### src/rtl/div_seq_ctrl_if.sv
// Request/response bus between the pipeline and div_seq_ctrl.
// Signal names are written from the controller's point of view:
// _i is driven by the pipeline and _o by the controller.
interface div_seq_ctrl_if #(
    parameter int TAG_W = 5
) ();
    logic             req_valid_i;
    logic             req_ready_o;
    logic [1:0]       op_i;
    logic [31:0]      rs1_i;
    logic [31:0]      rs2_i;
    logic [TAG_W-1:0] tag_i;
    logic             flush_i;
    logic             resp_valid_o;
    logic             resp_ready_i;
    logic [31:0]      result_o;
    logic [TAG_W-1:0] tag_o;
    logic             busy_o;

    modport slave (
        input  req_valid_i, op_i, rs1_i, rs2_i, tag_i, flush_i, resp_ready_i,
        output req_ready_o, resp_valid_o, result_o, tag_o, busy_o
    );

    modport master (
        output req_valid_i, op_i, rs1_i, rs2_i, tag_i, flush_i, resp_ready_i,
        input  req_ready_o, resp_valid_o, result_o, tag_o, busy_o
    );
endinterface

### src/rtl/div_seq_ctrl.sv
// RV32M divide/remainder sequencer in front of an unsigned restoring divider.
// Converts signed operands to magnitudes, launches the divider, restores
// result signs and substitutes the divide-by-zero / signed-overflow results.
// Optional macro DIV_SEQ_FASTPATH_EN: divide-by-zero and signed-overflow
// requests are answered directly from IDLE without using the divider.
//
// state  | meaning
// -------+-----------------------------------------------------------
// IDLE   | waiting for a request, req_ready_o high
// LAUNCH | div_start_o pulsed with registered magnitudes
// WAIT   | waiting for div_done_i
// FIX    | sign correction, special-case substitution, result select
// RESP   | resp_valid_o held until resp_ready_i
// DRAIN  | request flushed, waiting for the divider to finish
module div_seq_ctrl #(
    parameter int TAG_W = 5
) (
    input  logic               clk_i,
    input  logic               rst_ni,
    div_seq_ctrl_if.slave      bus,
    output logic               div_start_o,
    output logic [31:0]        div_dividend_o,
    output logic [31:0]        div_divisor_o,
    input  logic               div_done_i,
    input  logic [31:0]        div_quotient_i,
    input  logic [63:0]        div_remainder_i
);

    typedef enum logic [2:0] {
        ST_IDLE,
        ST_LAUNCH,
        ST_WAIT,
        ST_FIX,
        ST_RESP,
        ST_DRAIN
    } state_t;

    state_t           state_q;
    logic [1:0]       op_q;
    logic [TAG_W-1:0] tag_q;
    logic             sign1_q, sign2_q;
    logic             dz_q, ovf_q;
    logic [31:0]      mag1_q, mag2_q;
    logic [31:0]      quo_q, rem_q;
    logic [31:0]      result_q;
    logic             resp_valid_q;
    logic             start_q;

    logic             accept;
    logic             in_signed, in_dz, in_ovf;
    logic [31:0]      in_mag1, in_mag2;
    logic [31:0]      fix_result_d;

    // Only the low word of the divider remainder carries the result.
    logic             unused_rem_hi;
    assign unused_rem_hi = ^div_remainder_i[63:32];

    // A flush in IDLE blocks acceptance, so ready is withdrawn while it is high.
    assign bus.req_ready_o  = (state_q == ST_IDLE) && !bus.flush_i;
    assign bus.busy_o       = (state_q != ST_IDLE);
    assign bus.resp_valid_o = resp_valid_q;
    assign bus.result_o     = result_q;
    assign bus.tag_o        = tag_q;
    assign div_start_o      = start_q;
    assign div_dividend_o   = mag1_q;
    assign div_divisor_o    = mag2_q;

    assign accept    = bus.req_valid_i && bus.req_ready_o;
    assign in_signed = !bus.op_i[0];
    assign in_dz     = (bus.rs2_i == 32'h0);
    assign in_ovf    = in_signed && (bus.rs1_i == 32'h8000_0000) &&
                       (bus.rs2_i == 32'hFFFF_FFFF);
    assign in_mag1   = (in_signed && bus.rs1_i[31]) ? -bus.rs1_i : bus.rs1_i;
    assign in_mag2   = (in_signed && bus.rs2_i[31]) ? -bus.rs2_i : bus.rs2_i;

`ifdef DIV_SEQ_FASTPATH_EN
    logic [31:0] fast_result_d;

    // Special-case result straight from the request operands.
    always_comb begin
        fast_result_d = 32'h0;
        if (in_dz)
            fast_result_d = bus.op_i[1] ? bus.rs1_i : 32'hFFFF_FFFF;
        else
            fast_result_d = bus.op_i[1] ? 32'h0 : 32'h8000_0000;
    end
`endif

    // Restore signs on the divider outputs and substitute the special cases.
    always_comb begin
        logic        is_signed;
        logic [31:0] quo_fix;
        logic [31:0] rem_fix;
        is_signed = !op_q[0];
        quo_fix   = (is_signed && (sign1_q ^ sign2_q)) ? -quo_q : quo_q;
        rem_fix   = (is_signed && sign1_q) ? -rem_q : rem_q;
        if (dz_q) begin
            quo_fix = 32'hFFFF_FFFF;
            rem_fix = sign1_q ? -mag1_q : mag1_q;
        end else if (ovf_q) begin
            quo_fix = 32'h8000_0000;
            rem_fix = 32'h0;
        end
        fix_result_d = op_q[1] ? rem_fix : quo_fix;
    end

    // Sequencer state, captured operands and registered outputs.
    always_ff @(posedge clk_i) begin
        if (!rst_ni) begin
            state_q      <= ST_IDLE;
            op_q         <= 2'b00;
            tag_q        <= '0;
            sign1_q      <= 1'b0;
            sign2_q      <= 1'b0;
            dz_q         <= 1'b0;
            ovf_q        <= 1'b0;
            mag1_q       <= 32'h0;
            mag2_q       <= 32'h0;
            quo_q        <= 32'h0;
            rem_q        <= 32'h0;
            result_q     <= 32'h0;
            resp_valid_q <= 1'b0;
            start_q      <= 1'b0;
        end else begin
            start_q <= 1'b0;
            case (state_q)
                ST_IDLE: begin
                    if (accept) begin
                        op_q    <= bus.op_i;
                        tag_q   <= bus.tag_i;
                        sign1_q <= in_signed && bus.rs1_i[31];
                        sign2_q <= in_signed && bus.rs2_i[31];
                        dz_q    <= in_dz;
                        ovf_q   <= in_ovf;
                        mag1_q  <= in_mag1;
                        mag2_q  <= in_mag2;
`ifdef DIV_SEQ_FASTPATH_EN
                        if (in_dz || in_ovf) begin
                            state_q      <= ST_RESP;
                            resp_valid_q <= 1'b1;
                            result_q     <= fast_result_d;
                        end else begin
                            state_q <= ST_LAUNCH;
                            start_q <= 1'b1;
                        end
`else
                        state_q <= ST_LAUNCH;
                        start_q <= 1'b1;
`endif
                    end
                end
                ST_LAUNCH: begin
                    state_q <= bus.flush_i ? ST_DRAIN : ST_WAIT;
                end
                ST_WAIT: begin
                    // A flush coinciding with done has nothing left to drain.
                    if (bus.flush_i) begin
                        state_q <= div_done_i ? ST_IDLE : ST_DRAIN;
                    end else if (div_done_i) begin
                        quo_q   <= div_quotient_i;
                        rem_q   <= div_remainder_i[31:0];
                        state_q <= ST_FIX;
                    end
                end
                ST_FIX: begin
                    if (bus.flush_i) begin
                        state_q <= ST_IDLE;
                    end else begin
                        result_q     <= fix_result_d;
                        resp_valid_q <= 1'b1;
                        state_q      <= ST_RESP;
                    end
                end
                ST_RESP: begin
                    if (bus.flush_i || bus.resp_ready_i) begin
                        resp_valid_q <= 1'b0;
                        state_q      <= ST_IDLE;
                    end
                end
                ST_DRAIN: begin
                    if (div_done_i)
                        state_q <= ST_IDLE;
                end
                default: state_q <= ST_IDLE;
            endcase
        end
    end

endmodule

### src/flat_wrapper.sv
// flat-port wrapper written by rule: the top's interface ports become plain ports
module div_seq_ctrl_flat 
#(
    parameter int TAG_W = 5
)
  (clk_i, rst_ni, div_start_o, div_dividend_o, div_divisor_o, div_done_i, div_quotient_i, div_remainder_i, bus_req_valid_i, bus_op_i, bus_rs1_i, bus_rs2_i, bus_tag_i, bus_flush_i, bus_resp_ready_i, bus_req_ready_o, bus_resp_valid_o, bus_result_o, bus_tag_o, bus_busy_o);
  div_seq_ctrl_if #(.TAG_W(TAG_W)) bus_i ();
  input  logic clk_i;
  input  logic rst_ni;
  output logic div_start_o;
  output logic [31:0] div_dividend_o;
  output logic [31:0] div_divisor_o;
  input  logic div_done_i;
  input  logic [31:0] div_quotient_i;
  input  logic [63:0] div_remainder_i;
  input wire logic [$bits(bus_i.req_valid_i)-1:0] bus_req_valid_i;
  input wire logic [$bits(bus_i.op_i)-1:0] bus_op_i;
  input wire logic [$bits(bus_i.rs1_i)-1:0] bus_rs1_i;
  input wire logic [$bits(bus_i.rs2_i)-1:0] bus_rs2_i;
  input wire logic [$bits(bus_i.tag_i)-1:0] bus_tag_i;
  input wire logic [$bits(bus_i.flush_i)-1:0] bus_flush_i;
  input wire logic [$bits(bus_i.resp_ready_i)-1:0] bus_resp_ready_i;
  output wire logic [$bits(bus_i.req_ready_o)-1:0] bus_req_ready_o;
  output wire logic [$bits(bus_i.resp_valid_o)-1:0] bus_resp_valid_o;
  output wire logic [$bits(bus_i.result_o)-1:0] bus_result_o;
  output wire logic [$bits(bus_i.tag_o)-1:0] bus_tag_o;
  output wire logic [$bits(bus_i.busy_o)-1:0] bus_busy_o;
  assign bus_i.req_valid_i = bus_req_valid_i;
  assign bus_i.op_i = bus_op_i;
  assign bus_i.rs1_i = bus_rs1_i;
  assign bus_i.rs2_i = bus_rs2_i;
  assign bus_i.tag_i = bus_tag_i;
  assign bus_i.flush_i = bus_flush_i;
  assign bus_i.resp_ready_i = bus_resp_ready_i;
  assign bus_req_ready_o = bus_i.req_ready_o;
  assign bus_resp_valid_o = bus_i.resp_valid_o;
  assign bus_result_o = bus_i.result_o;
  assign bus_tag_o = bus_i.tag_o;
  assign bus_busy_o = bus_i.busy_o;
  div_seq_ctrl #(.TAG_W(TAG_W)) u_core (.clk_i(clk_i), .rst_ni(rst_ni), .bus(bus_i), .div_start_o(div_start_o), .div_dividend_o(div_dividend_o), .div_divisor_o(div_divisor_o), .div_done_i(div_done_i), .div_quotient_i(div_quotient_i), .div_remainder_i(div_remainder_i));
endmodule
### config.mk
export PLATFORM = sky130hd
export DESIGN_NAME = div_seq_ctrl_flat
export DESIGN_NICKNAME = d
export VERILOG_FILES = /design/src/rtl/div_seq_ctrl_if.sv /design/src/rtl/div_seq_ctrl.sv /design/src/flat_wrapper.sv
export SDC_FILE = /design/constraint.sdc
export NUM_CORES = 1
export LEC_CHECK = 0
export CAP_MARGIN = 30
export CORE_ASPECT_RATIO = 0.75
export CORE_MARGIN = 2
export CORE_UTILIZATION = 35
export CTS_BUF_LIST = sky130_fd_sc_hd__clkbuf_4 sky130_fd_sc_hd__clkbuf_8 sky130_fd_sc_hd__clkbuf_16
export CTS_CLUSTER_SIZE = 10
export DETAILED_ROUTE_END_ITERATION = 6
export PLACE_DENSITY = 0.65
export SLEW_MARGIN = 20
export SYNTH_ARGS = -nofsm -noshare
export SYNTH_HDL_FRONTEND = slang
export SYNTH_SLANG_ARGS = --single-unit
### constraint.sdc
create_clock -name clk_i -period 5.5 [get_ports clk_i]
set_clock_uncertainty 0.1 [all_clocks]
set_input_delay 1.1 -clock clk_i [delete_from_list [all_inputs] [get_ports clk_i]]
set_output_delay 1.1 -clock clk_i [all_outputs]
set_load 0.05 [all_outputs]
## After elaboration in Yosys (flattened, before gate mapping)

Index checks and enable logic that the tools add are counted.

| operators by class | value |
|---|---|
| add/subtract/negate cells | 5 |
| eq/ne operators | 12 |
| muxes and demuxes | 23 |
| bitwise gates (word level) | 2 |
| reduce and logical (&&, ||, !) cells | 22 |

Operator list:

| cell | number |
|---|---|
| $mux 32 | 10 |
| $neg 32->32 | 5 |
| $eq 32x32->1 const B | 2 |
| $logic_not 32->1 | 1 |
| $mux 3 | 8 |
| $pmux 3 s6 | 1 |
| $logic_and 1x1->1 | 8 |
| $eq 3x2->1 const B | 2 |
| $eq 3x3->1 const B | 2 |
| $reduce_and 2->1 | 3 |
| $reduce_and 3->1 | 2 |
| $ne 2x1->1 const B | 2 |
| $ne 2x2->1 const B | 2 |
| $reduce_and 4->1 | 1 |
| $eq 3x1->1 const B | 1 |
| $logic_not 1->1 | 3 |
| $logic_not 3->1 | 1 |
| $mux 1 | 3 |
| $ne 3x3->1 const B | 1 |
| $reduce_bool 3->1 | 1 |
| $pmux 1 s2 | 1 |
| $reduce_bool 2->1 | 1 |
| $logic_or 1x1->1 | 1 |
| $not 1->1 | 1 |
| $xor 1x1->1 | 1 |

| word-level totals | value |
|---|---|
| register bits after elaboration | 176 |
| output and inout port bits | 105 |
| word-level logic and storage cells | 78 |

## Logic depth before layout (Yosys ltp)

Gate-level depths: netlist (run 1).

| logic depth | value |
|---|---|
| word-level depth | 6 |
| gate-level depth with buffers | 9 |

## Worst setup path before layout (run 1)

Ideal clock, no wire load.

| timing path | value |
|---|---|
| path type | input-to-reg |
| start point | in bus_rs2_i[17] |
| end point | reg u_core.mag2_q[29], in the netlist u_core.div_divisor_o[29] |
| setup time | 132 ps |
| arrival time | 3111 ps |
| slack | 2157 ps |
| stages on the path | 6 |
| buffers on the path | 0 |
| path through | or4_4 or4b_4 or3_4 o41a_1 xnor2_1 a21oi_1 |

| on the way | value |
|---|---|
| longest elaborated chain between the ends | 2 |

Ends and longest elaborated chain:

| what | RTL line | text |
|---|---|---|
| start: declaration | flat_wrapper.sv:19 | `input wire logic [$bits(bus_i.rs2_i)-1:0] bus_rs2_i;` |
| $neg 32->32 | div_seq_ctrl.sv:74 | `assign in_mag2 = (in_signed && bus.rs2_i[31]) ? -bus.rs2_i : bus.rs2_i;` |
| $mux 32 | div_seq_ctrl.sv:74 |  |
| end signal: assignment | div_seq_ctrl.sv:136 | `mag2_q <= in_mag2;` |
| end: declaration | div_seq_ctrl.sv:43 | `logic [31:0] mag1_q, mag2_q;` |

No other way between the ends.
A chain may end at the register's enable or synchronous reset.

## Worst setup path in the final report (run 1)

| timing path | value |
|---|---|
| start point | in bus_flush_i |
| end point | out bus_req_ready_o |

| on the way | value |
|---|---|
| longest elaborated chain between the ends | 2 |

Ends and longest elaborated chain:

| what | RTL line | text |
|---|---|---|
| start: declaration | flat_wrapper.sv:21 | `input wire logic [$bits(bus_i.flush_i)-1:0] bus_flush_i;` |
| $logic_not 1->1 | div_seq_ctrl.sv:59 | `assign bus.req_ready_o = (state_q == ST_IDLE) && !bus.flush_i;` |
| $logic_and 1x1->1 | div_seq_ctrl.sv:59 |  |
| end: declaration | flat_wrapper.sv:23 | `output wire logic [$bits(bus_i.req_ready_o)-1:0] bus_req_ready_o;` |

No other way between the ends.

==> summary.md, run 1 <==
| Metric | Value |
|---|---|
| Status | `finished clean` |
| CTS tree | `done` |
| Die Ht | `~150 µm` |
| Rel. slew slack | `31.6%` |
| Antenna violations before repair | `1` |
| Htree depth | `4` |
| Max incr delay on CP | `about 810 ps` |
| Die ar. | `30900 µm²` |
| WP data arrival | `2740 ps` |
| Via count | `11000` |
| Top_reg_cell synth | `dfxtp_1` |
| Peak Freq | `254 MHz` |
| Hold_buf cts | `0` |
| Layout area overhead | `32.5%` |
| Critical Path Most Common Cell | `clkdlybuf4s50_1` |
| Worst Hold Class | `reg -> reg` |
| Post-Synthesis Cells | `1368` |
| Core footprint | `29100 µm²` |
| Post-DP HPWL | `28.4 mm` |
| Pwr per Cell Area | `about 260 nW/µm²` |
| Unrepaired setup endpoints after global routing | `false` |
| Clk Latency, worst-skew pair | `450 ps` |
| Total wire length | `about 38 mm` |
| Gr usage total | `23.8%` |
| Clk root buf | `clkbuf_16` |
| Pin count of the biggest net entering global routing | `65` |
| Final period utilization | `71.6%` |
| # DRC | `0` |
| Share of post-route cells with drive strength above 1 | `~5.0%` |
| Cell Area, Placed | `13100 µm²` |
| WP data required | `4300 ps` |
| Final Wtd Congestion | `0.942` |
| Compound-cell area share of the yosys netlist | `between 20% and 30%` |
| Setup Buffers After CTS | `0` |
| Area of the multi-input gates | `6350 µm²` |
| Top cell type's share of synthesized area | `34.1%` |
| MaxCap Viol Count | `0` |
| Fillcell total | `2923` |
| R2R setup slack | `2120 ps` |
| CP Class | `in -> out` |
| Max Buffers Root-to-Sink | `2` |
| CP Capture Type | `output port` |
| Fin. Hold Viols | `0` |
| Proportion of synthesized area in mux cells | `0.982%` |
| Post-synth ARST share | `0%` |
| Mean post-synth cell area | `7.54 µm²` |
| Synth Area in Adders | `0.727%` |
| Final net count | `1734` |
| XOR/XNOR share of the synthesized area | `10.7%` |
| Worst path cell trace | `clkdlybuf4s50_1 > nor2_1 > clkdlybuf4s50_1` |
| Post-synth top cells | `217 x nand2_1, 176 x dfxtp_1, 151 x a21oi_1` |
| Vias per std cell | `5.60` |
| Num CTS Buffers | `17` |
| Port Buffers | `245` |
| PostCTS Resize Cnt | `0` |
| Yosys top cell by area | `dfxtp_1` |
| Crit path max fanout | `11` |
| P_leak | `4.67 nW` |
| # IOs | `between 200 and 300` |
| Fin crit period | `3940 ps` |
| Wire per inst | `19.2 µm` |
| Critical-path top delay cell | `clkdlybuf4s50_1` |
| Clock sinks | `between 150 and 200` |
| Final Instance Area | `13700 µm²` |
| Synthesized area | `10300 µm²` |
| Combinational family with the most area after synthesis | `compound AO/OA/AOI/OAI gates` |
| Register area | `3520 µm²` |
| Worst Tran Pin Value | `about 1000 ps` |
| Ys Warns | `0` |
| Die width | `202 µm` |
| Distinct cell type count after synthesis | `between 70 and 80` |
| First-pass detailed-route iteration total | `6` |
| Sum Neg Setup Slack | `0 ps` |
| Gr ovfl total | `0` |
| Num rows | `54` |
| Final Slew Violations | `0` |
| EDFF count, synth | `0` |
| Number of synthesized register bits | `about 180` |
| Drt first-iter violations | `1007` |
| Register area share after synthesis | `between 30% and 40%` |
| Buffers & Inverters on Critical Path | `2` |
| Initial Utilization | `a little over a third` |
| Post-placement cell count | `1927` |
| Top cells by area, synth | `dfxtp_1 34%, nand2_1 7.9%, a21oi_1 7.3%` |
| Setup Viol. Count Final | `0` |
| Final non-filler cell total | `1960` |
| First-pass GRT wire length | `approximately 58 mm` |
| Crit path max-delay family | `buffers and inverters` |
| Antenna fix cells | `0` |
| PnR Total Power | `3.50 mW` |
| Crit path launch type | `primary input` |
| Clock Pin Slew Worst Setup and Hold Paths | `60 ps` |
| Most common cell in the netlist | `nand2_1` |
| Post-route antenna net violation count | `0` |
| Number of global-route vias before repair | `roughly 10000` |
| Synth Area in Simple Gates | `24.2%` |
| Syn_nets | `~1500` |
| Worst vdd ir | `~0.17 mV` |
## flip-flops by register name, indices dropped and copies added (netlist names)
register / cells
u_core.bus.resp_valid_o: 1
u_core.div_start_o: 1
u_core.bus.result_o: 32
u_core.op_q: 2
u_core.sign2_q: 1
u_core.ovf_q: 1
u_core.bus.tag_o: 5
u_core.sign1_q: 1
u_core.dz_q: 1
u_core.quo_q: 32
u_core.div_divisor_o: 32
u_core.rem_q: 32
u_core.div_dividend_o: 32
u_core.state_q: 3
## cells in the final DEF (no fill, tap or decap), drive strengths merged, types with 4 or more instances in the layout
master / netlist / routed
or2: 9 / 9
o211ai: 8 / 8
nand4: 14 / 14
xor2: 65 / 65
or3: 24 / 24
o22ai: 12 / 12
a221oi: 5 / 5
or4: 20 / 20
clkinv: 1 / 9
o31ai: 28 / 28
dfxtp: 176 / 176
a22o: 4 / 4
a31oi: 19 / 19
xnor2: 61 / 61
nand3b: 4 / 4
nand2b: 9 / 9
buf: 4 / 21
nor4: 24 / 24
a21oi: 151 / 151
nor2b: 8 / 8
o311ai: 4 / 4
mux2i: 9 / 9
o21ai: 79 / 79
nor2: 108 / 108
clkdlybuf4s50: 0 / 245
nor3: 34 / 34
a311oi: 7 / 7
nand3: 24 / 24
inv: 22 / 21
and3: 9 / 9
a41oi: 5 / 5
ha: 6 / 6
nand2: 217 / 217
o41ai: 16 / 16
a32o: 6 / 6
a211oi: 40 / 40
clkbuf: 94 / 20
## path summary, 6_finish.rpt
kind / start / to / depth (start not counted)
max: bus_flush_i / bus_req_ready_o / 3
min: u_core.bus.result_o[2] / u_core.bus.result_o[2] / 2
max reg2reg: u_core.rem_q[2] / u_core.bus.result_o[31] / 6
min reg2reg: u_core.bus.result_o[2] / u_core.bus.result_o[2] / 2
## per-stage QoR
stage               setup WS, ps  hold WS [ps]  util [%]
floorplan                   2160           344         -
global placement            1490           337      44.9
detailed placement          1480           348      45.0
CTS                         1540           357      47.0
global route                1460           372      47.1
finish                      1560           357      47.1
## power breakdown
group	internal [mW]	total, mW	switching [mW]
registers	1.33	1.41	0.0764
clock network	0.700	1.25	0.550
logic	0.325	0.840	0.515
total	2.35	3.50	1.14
## kinds of logic after synthesis
logic type	Yosys count
buffers and inverters	121
DFF	176
muxes	10
AOI/OAI and AO/OA	408
and+or+nand+nor	521
xor gates and xnor gates	126
adders and majority gates	6
## routing by layer
layer | wire (µm) | track usage [%] | part of all wire (%) | vias up
met3 | 3380 | 7.12 | 9.0 | 45
met2 | 15800 | 33.9 | 42 | 446
met1 | 17800 | 34.5 | 47 | 5161
li1 | - | - | - | 5323
met5 | 13 | 0 | 0.034 | -
met4 | 721 | 6.26 | 1.9 | 2
## final cells by class
type                       instances  area share [%]
inverter                          23           0.641
clock inverter                    12           0.998
tap                              392            3.59
timing repair buffer             266            19.2
multi-input combinational       1071            46.4
clock buffer                      20            3.37
sequential                       176            25.8
## tightest hold or removal path, stage by stage (launching register included)
cell and delay (ps):
dfxtp_1 310, nand2_1 50, a21oi_1 50
Note: power is estimated with default switching activity, not from simulation.
==> run 2: changes to the inputs <==
PLACE_DENSITY = 0.67   (was 0.65)
clock period = 3.15 ns   (was 5.5 ns; I/O delays follow)
==> summary.md, run 2 (synthesis gave the netlist of run 1 again) <==
| Metric | Value |
|---|---|
| PnR Total Power | `6.17 mW (+76%)` |
| Reg2reg end | `u_core.bus.result_o[24]` |
| Fillcell total | `2831 (-3.1%)` |
| Reported net switching power | `2.02 mW (+77%)` |
| Post-DP HPWL | `29.6 mm (+4.4%)` |
| Clk pwr share | `35.3% (-0.5 points)` |
| Num rows | `54 (unchanged)` |
| WHS Endpoint | `u_core.bus.result_o[0]` |
| Final Wtd Congestion | `0.972 (+3.2%)` |
| Crit path max fanout | `5 (-6)` |
| Hold Path Stages | `2 (unchanged)` |
| Core footprint | `29100 µm² (unchanged)` |
| Port Buffers | `245 (unchanged)` |
| Combinational power share | `25.4% (+1.4 points)` |
| First-pass GRT wire length | `60.2 mm (+4.2%)` |
| Register area | `3520 µm² (unchanged)` |
| Final net count | `1794 (+3.5%)` |
| Vias per std cell | `5.64 (+0.72%)` |
| Clk root buf | `clkbuf_16` |
| MaxCap Viol Count | `0 (unchanged)` |
| CTS tree | `done` |
| Rel. slew slack | `52.3% (+21 points)` |
| Pin count of the biggest net entering global routing | `127 (+95%)` |
| Fin crit period | `2980 ps` |
| Drt first-iter violations | `1212 (+20%)` |
| # DRC | `0 (unchanged)` |
| Worst Setup SP | `bus_rs2_i[17]` |
| Wire per inst | `19.4 µm (+0.56%)` |
| Hold_buf cts | `0 (unchanged)` |
| Antenna violations before repair | `0 (-1)` |
| Unrepaired setup endpoints after global routing | `false` |
| Setup Viol. Count Final | `0 (unchanged)` |
| Crit path launch type | `primary input` |
| Cell Int Power | `4.15 mW (+76%)` |
| Initial Utilization | `35.5% (unchanged)` |
| Clock sinks | `176 (unchanged)` |
| Die width | `202 µm (unchanged)` |
| Most common cell after layout, fill and taps aside | `clkdlybuf4s50_1` |
| Worst hold start | `u_core.bus.result_o[0]` |
| Seq pwr share | `39.3% (-0.9 points)` |
| Num CTS Buffers | `17 (unchanged)` |
| Gr ovfl total | `0 (unchanged)` |
| Total wire length | `39.1 mm (+3.6%)` |
| Final Slew Violations | `0 (unchanged)` |
| Htree depth | `4 (unchanged)` |
| Gr usage total | `24.8% (+1.0 points)` |
| CP Class | `in -> reg` |
| Number of global-route vias before repair | `10400 (+5.6%)` |
| Post-route antenna net violation count | `0 (unchanged)` |
| WP data required | `3360 ps (-940 ps)` |
| Peak Freq | `335 MHz` |
| Cell count of the worst reg-to-reg path | `6 (unchanged)` |
| Status | `finished clean` |
| CP Capture Type | `flop` |
| Clk Latency, worst-skew pair | `450 ps (about the same)` |
| Worst Tran Pin Value | `715 ps (-307 ps)` |
| Antenna fix cells | `0 (unchanged)` |
| Share of post-route cells with drive strength above 1 | `8.54% (+3.5 points)` |
| R2R setup slack | `220 ps (-1900 ps)` |
| Fin worst setup slack | `167 ps (-1390 ps)` |
| # IOs | `278 (unchanged)` |
| Worst Hold Class | `reg -> reg` |
| Die ar. | `30900 µm² (unchanged)` |
| Final Core Density | `48.6% (+1.6 points)` |
| Pre-CTS WS | `-297 ps (-1780 ps)` |
| PostCTS Resize Cnt | `0 (unchanged)` |
| Die Ht | `153 µm (unchanged)` |
| Max Buffers Root-to-Sink | `2 (unchanged)` |
| Setup Buffers After CTS | `0 (unchanged)` |
| Via count | `11400 (+3.8%)` |
| Area of the multi-input gates | `6350 µm² (about the same)` |
| First-pass detailed-route iteration total | `6 (unchanged)` |
| Pwr per Cell Area | `436 nW/µm² (+71%)` |
| WP data arrival | `3200 ps (+460 ps)` |
| P_leak | `4.97 nW (+6.5%)` |
| Clock Pin Slew Worst Setup and Hold Paths | `70 ps (about the same)` |
| Net Sw Frac | `32.7% (+0.078 points)` |
| Commonest cells after routing, fill and taps aside | `244 x clkdlybuf4s50_1, 217 x nand2_1, 176 x dfxtp_1, 151 x a21oi_1, 108 x nor2_1` |
| Worst vdd ir | `0.374 mV (+110%)` |
| Layout area overhead | `36.9%` |
| Origin of the critical flop-to-flop path | `u_core.div_dividend_o[3]` |
| Final period utilization | `a little over nine tenths` |
| Fin. Hold Viols | `0 (unchanged)` |
run 2: power by group through the flow:
| stage | clock network [mW] | registers (mW) | logic (mW) |
|---|---|---|---|
| final | 2.17 | 2.42 | 1.57 |
| after global routing | 2.28 | 2.44 | 1.67 |
| after CTS | 2.21 | 2.42 | 1.55 |
| after detailed placement | 0 | 2.47 | 1.55 |
| after global placement | 0 | 2.47 | 1.53 |
| after floorplan | 0 | 2.73 | 0.623 |
run 2: how the worst max path moves through the flow:
stage / end / slack, ps / depth (start not counted)
final: u_core.div_divisor_o[29] / 170 / 7
after global routing: u_core.bus.result_o[31] / 80 / 7
after CTS: u_core.div_divisor_o[29] / 190 / 7
after detailed placement: u_core.div_divisor_o[29] / -300 / 7
after global placement: u_core.div_divisor_o[29] / -230 / 7
after floorplan: u_core.div_divisor_o[29] / 280 / 6
run 2: final cells by class:
type | count | area share [%]
timing repair buffer | 326 | 21.9
inverter | 23 | 0.620
clock inverter | 12 | 0.939
multi-input combinational | 1071 | 44.9
sequential | 176 | 24.9
tap | 392 | 3.47
clock buffer | 20 | 3.21
run 2: worst max-delay path, cell delays in order:
cell and delay, ps:
clkdlybuf4s50_1 460, or4_4 550, or4b_4 540, or3_4 380, o41a_1 400, xnor2_1 160
a21oi_1 80
run 2: per-layer routing:
metal / vias to the layer above / GRT usage (%) / part of all wire [%]
li1: 5436 / - / -
met1: 5425 / 36.2 / 47
met2: 473 / 35.4 / 42
met3: 60 / 6.61 / 8.7
met4: 0 / 7.19 / 2.3
met5: - / 0 / 0
run 2: through the flow:
stage / hold slack (ps) / TNS (ps) / area (µm²) / std cells
6_report: 357 / 0 / 14100 / 2020
5_1_grt: 373 / 0 / 14100 / 2020
4_1_cts: 357 / 0 / 14100 / 2020
3_5_place_dp: 348 / -1160 / 13500 / 1988
3_3_place_gp: 341 / -830 / 13500 / 1988
2_1_floorplan: 344 / 0 / 10300 / 1368
==> run 3: changes to the inputs <==
CORE_MARGIN = default   (was 2)
CTS_CLUSTER_DIAMETER = 50   (was default)
==> summary.md, run 3 (synthesis gave the netlist of run 1 again) <==
| Metric | Value |
|---|---|
| Final net count | `1793 (-0.056%)` |
| Max incr delay on CP | `550 ps (about the same)` |
| Drt first-iter violations | `1134 (-6.4%)` |
| Most common cell after layout, fill and taps aside | `clkdlybuf4s50_1` |
| Crit path launch type | `primary input` |
| Gr ovfl total | `0 (unchanged)` |
| P_leak | `4.95 nW (-0.41%)` |
| Final period utilization | `94.0% (-0.67 points)` |
| Peak Freq | `338 MHz (+0.72%)` |
| PostCTS Resize Cnt | `0 (unchanged)` |
| Htree depth | `4 (unchanged)` |
| MaxCap Viol Count | `0 (unchanged)` |
| Reported net switching power | `2.01 mW (-0.42%)` |
| Status | `complete, but fails checks` |
| Max Buffers Root-to-Sink | `2 (unchanged)` |
| Die Ht | `151 µm (-1.3%)` |
| Vias per std cell | `5.60 (-0.78%)` |
| WHS Endpoint | `u_core.bus.tag_o[2]` |
| Post-route antenna net violation count | `0 (unchanged)` |
| WP data required | `3350 ps (about the same)` |
| Clock Pin Slew Worst Setup and Hold Paths | `70 ps (about the same)` |
| CP Class | `in -> reg` |
| Combinational power share | `25.5% (about the same)` |
| First-pass GRT wire length | `59.1 mm (-1.9%)` |
| Area of the multi-input gates | `6350 µm² (unchanged)` |
| # IOs | `278 (unchanged)` |
| Number of global-route vias before repair | `10300 (-1.1%)` |
| First-pass detailed-route iteration total | `7 (+1)` |
| Via count | `11300 (-0.82%)` |
| Port Buffers | `245 (unchanged)` |
| Cell count of the worst reg-to-reg path | `7 (+1)` |
| Seq pwr share | `39.8% (+0.5 points)` |
| Origin of the critical flop-to-flop path | `u_core.rem_q[9]` |
| CP Capture Type | `flop` |
| Clk pwr share | `34.7% (-0.6 points)` |
| Clock sinks | `176 (unchanged)` |
| Setup Viol. Count Final | `0 (unchanged)` |
| Failing checks | `DRC` |
| Initial Utilization | `35.5% (unchanged)` |
| Worst Hold Class | `reg -> reg` |
| Worst vdd ir | `0.334 mV (-11%)` |
| Antenna violations before repair | `1 (+1)` |
| Total wire length | `38.3 mm (-2.1%)` |
| CTS tree | `done` |
| # DRC | `2 (+2)` |
| Cell Int Power | `4.08 mW (-1.7%)` |
| Wire per inst | `19.0 µm (-2.0%)` |
| Gr usage total | `25.1% (+0.36 points)` |
| Clk root buf | `clkbuf_16` |
| Pwr per Cell Area | `432 nW/µm² (-1.0%)` |
| Net Sw Frac | `33.0% (+0.29 points)` |
| Final Core Density | `48.5% (-0.12 points)` |
| Register area | `3520 µm² (unchanged)` |
| Worst path cell trace | `clkdlybuf4s50_1 > or4_4 > or4b_4 > or3_4 > o41a_1 > xnor2_1 > a21oi_1` |
| Share of post-route cells with drive strength above 1 | `8.48% (-0.056 points)` |
| Fin. Hold Viols | `0 (unchanged)` |
| Fillcell total | `2886 (+1.9%)` |
| Core footprint | `29100 µm² (unchanged)` |
| Hold Path Stages | `2 (unchanged)` |
| Worst hold start | `u_core.bus.tag_o[2]` |
| Rel. slew slack | `36.4% (-16 points)` |
| Fin crit period | `2960 ps (-21.2 ps)` |
| Unrepaired setup endpoints after global routing | `false` |
| Critical-path top delay cell | `or4_4` |
| Hold_buf cts | `0 (unchanged)` |
| Final Wtd Congestion | `0.972 (about the same)` |
| Num CTS Buffers | `17 (unchanged)` |
| Antenna fix cells | `0 (unchanged)` |
| Crit path max fanout | `5 (unchanged)` |
| Reg2reg end | `u_core.bus.result_o[31]` |
| Post-DP HPWL | `29.3 mm (-1.2%)` |
| Num rows | `54 (unchanged)` |
| Die ar. | `30200 µm² (-2.3%)` |
| Pin count of the biggest net entering global routing | `127 (unchanged)` |
| WHS | `354 ps (-2.76 ps)` |
| Die width | `200 µm (-0.99%)` |
| Worst Tran Pin Value | `950 ps (+235 ps)` |
| Final Slew Violations | `0 (unchanged)` |
| Commonest cells after routing, fill and taps aside | `244 x clkdlybuf4s50_1, 217 x nand2_1, 176 x dfxtp_1, 151 x a21oi_1, 108 x nor2_1` |
| Setup Buffers After CTS | `0 (unchanged)` |
| WP data arrival | `3170 ps (-30 ps)` |
| R2R setup slack | `240 ps (+20 ps)` |
| Clk Latency, worst-skew pair | `440 ps (about the same)` |
| Layout area overhead | `36.6%` |
-- run 3: critical path, delay by kind of cell --
kind,cells,cell delay (ps)
simple gates,3,1460
compound gates,2,470
buf+inv,1,450
xor+xnor,1,150
-- run 3: cell type report --
| cell class | count | area share [%] |
|---|---|---|
| Timing Repair Buffer | 325 | 21.8 |
| Multi-Input combinational cell | 1071 | 45.0 |
| Inverter | 23 | 0.621 |
| Clock inverter | 12 | 0.781 |
| Clock buffer | 20 | 3.27 |
| Sequential cell | 176 | 25.0 |
| Tap cell | 392 | 3.48 |
-- run 3: power by group through the flow --
stage / Clock, mW / Sequential (mW) / Combinational (mW)
finish: 2.11 / 2.42 / 1.55
global route: 2.24 / 2.44 / 1.66
CTS: 2.14 / 2.42 / 1.54
detailed placement: 0 / 2.47 / 1.53
global placement: 0 / 2.47 / 1.52
floorplan: 0 / 2.73 / 0.623
-- run 3: layer usage --
metal  wire length (µm)  up-vias  share of wire, %  global-route usage [%]
li1                   -     5442                 -                       -
met1              18300     5382                48                    35.9
met2              15900      433                42                    36.9
met3               3350       41               8.8                    6.65
met4                666        2               1.7                    7.10
met5                 13        -             0.034                       0
-- run 3: per-stage QoR --
stage	setup slack, ps	power, mW	instances	setup TNS (ps)	cell area [µm²]
after floorplan	277	3.36	1368	0	10300
after global placement	-227	3.99	1987	-821	13500
after detailed placement	-250	4.01	1987	-994	13500
after CTS	219	6.11	2019	0	14100
after global routing	77.3	6.34	2019	0	14100
final	188	6.09	2019	0	14100
-- run 3: how the worst max path moves through the flow --
stage | from | endpoint | depth (start not counted)
6_report | bus_rs2_i[17] | u_core.div_divisor_o[29] | 7
5_1_grt | u_core.rem_q[9] | u_core.bus.result_o[31] | 7
4_1_cts | bus_rs2_i[17] | u_core.div_divisor_o[29] | 7
3_5_place_dp | bus_rs2_i[17] | u_core.div_divisor_o[29] | 7
3_3_place_gp | bus_rs2_i[17] | u_core.div_divisor_o[29] | 7
2_1_floorplan | bus_rs2_i[17] | u_core.div_divisor_o[29] | 6
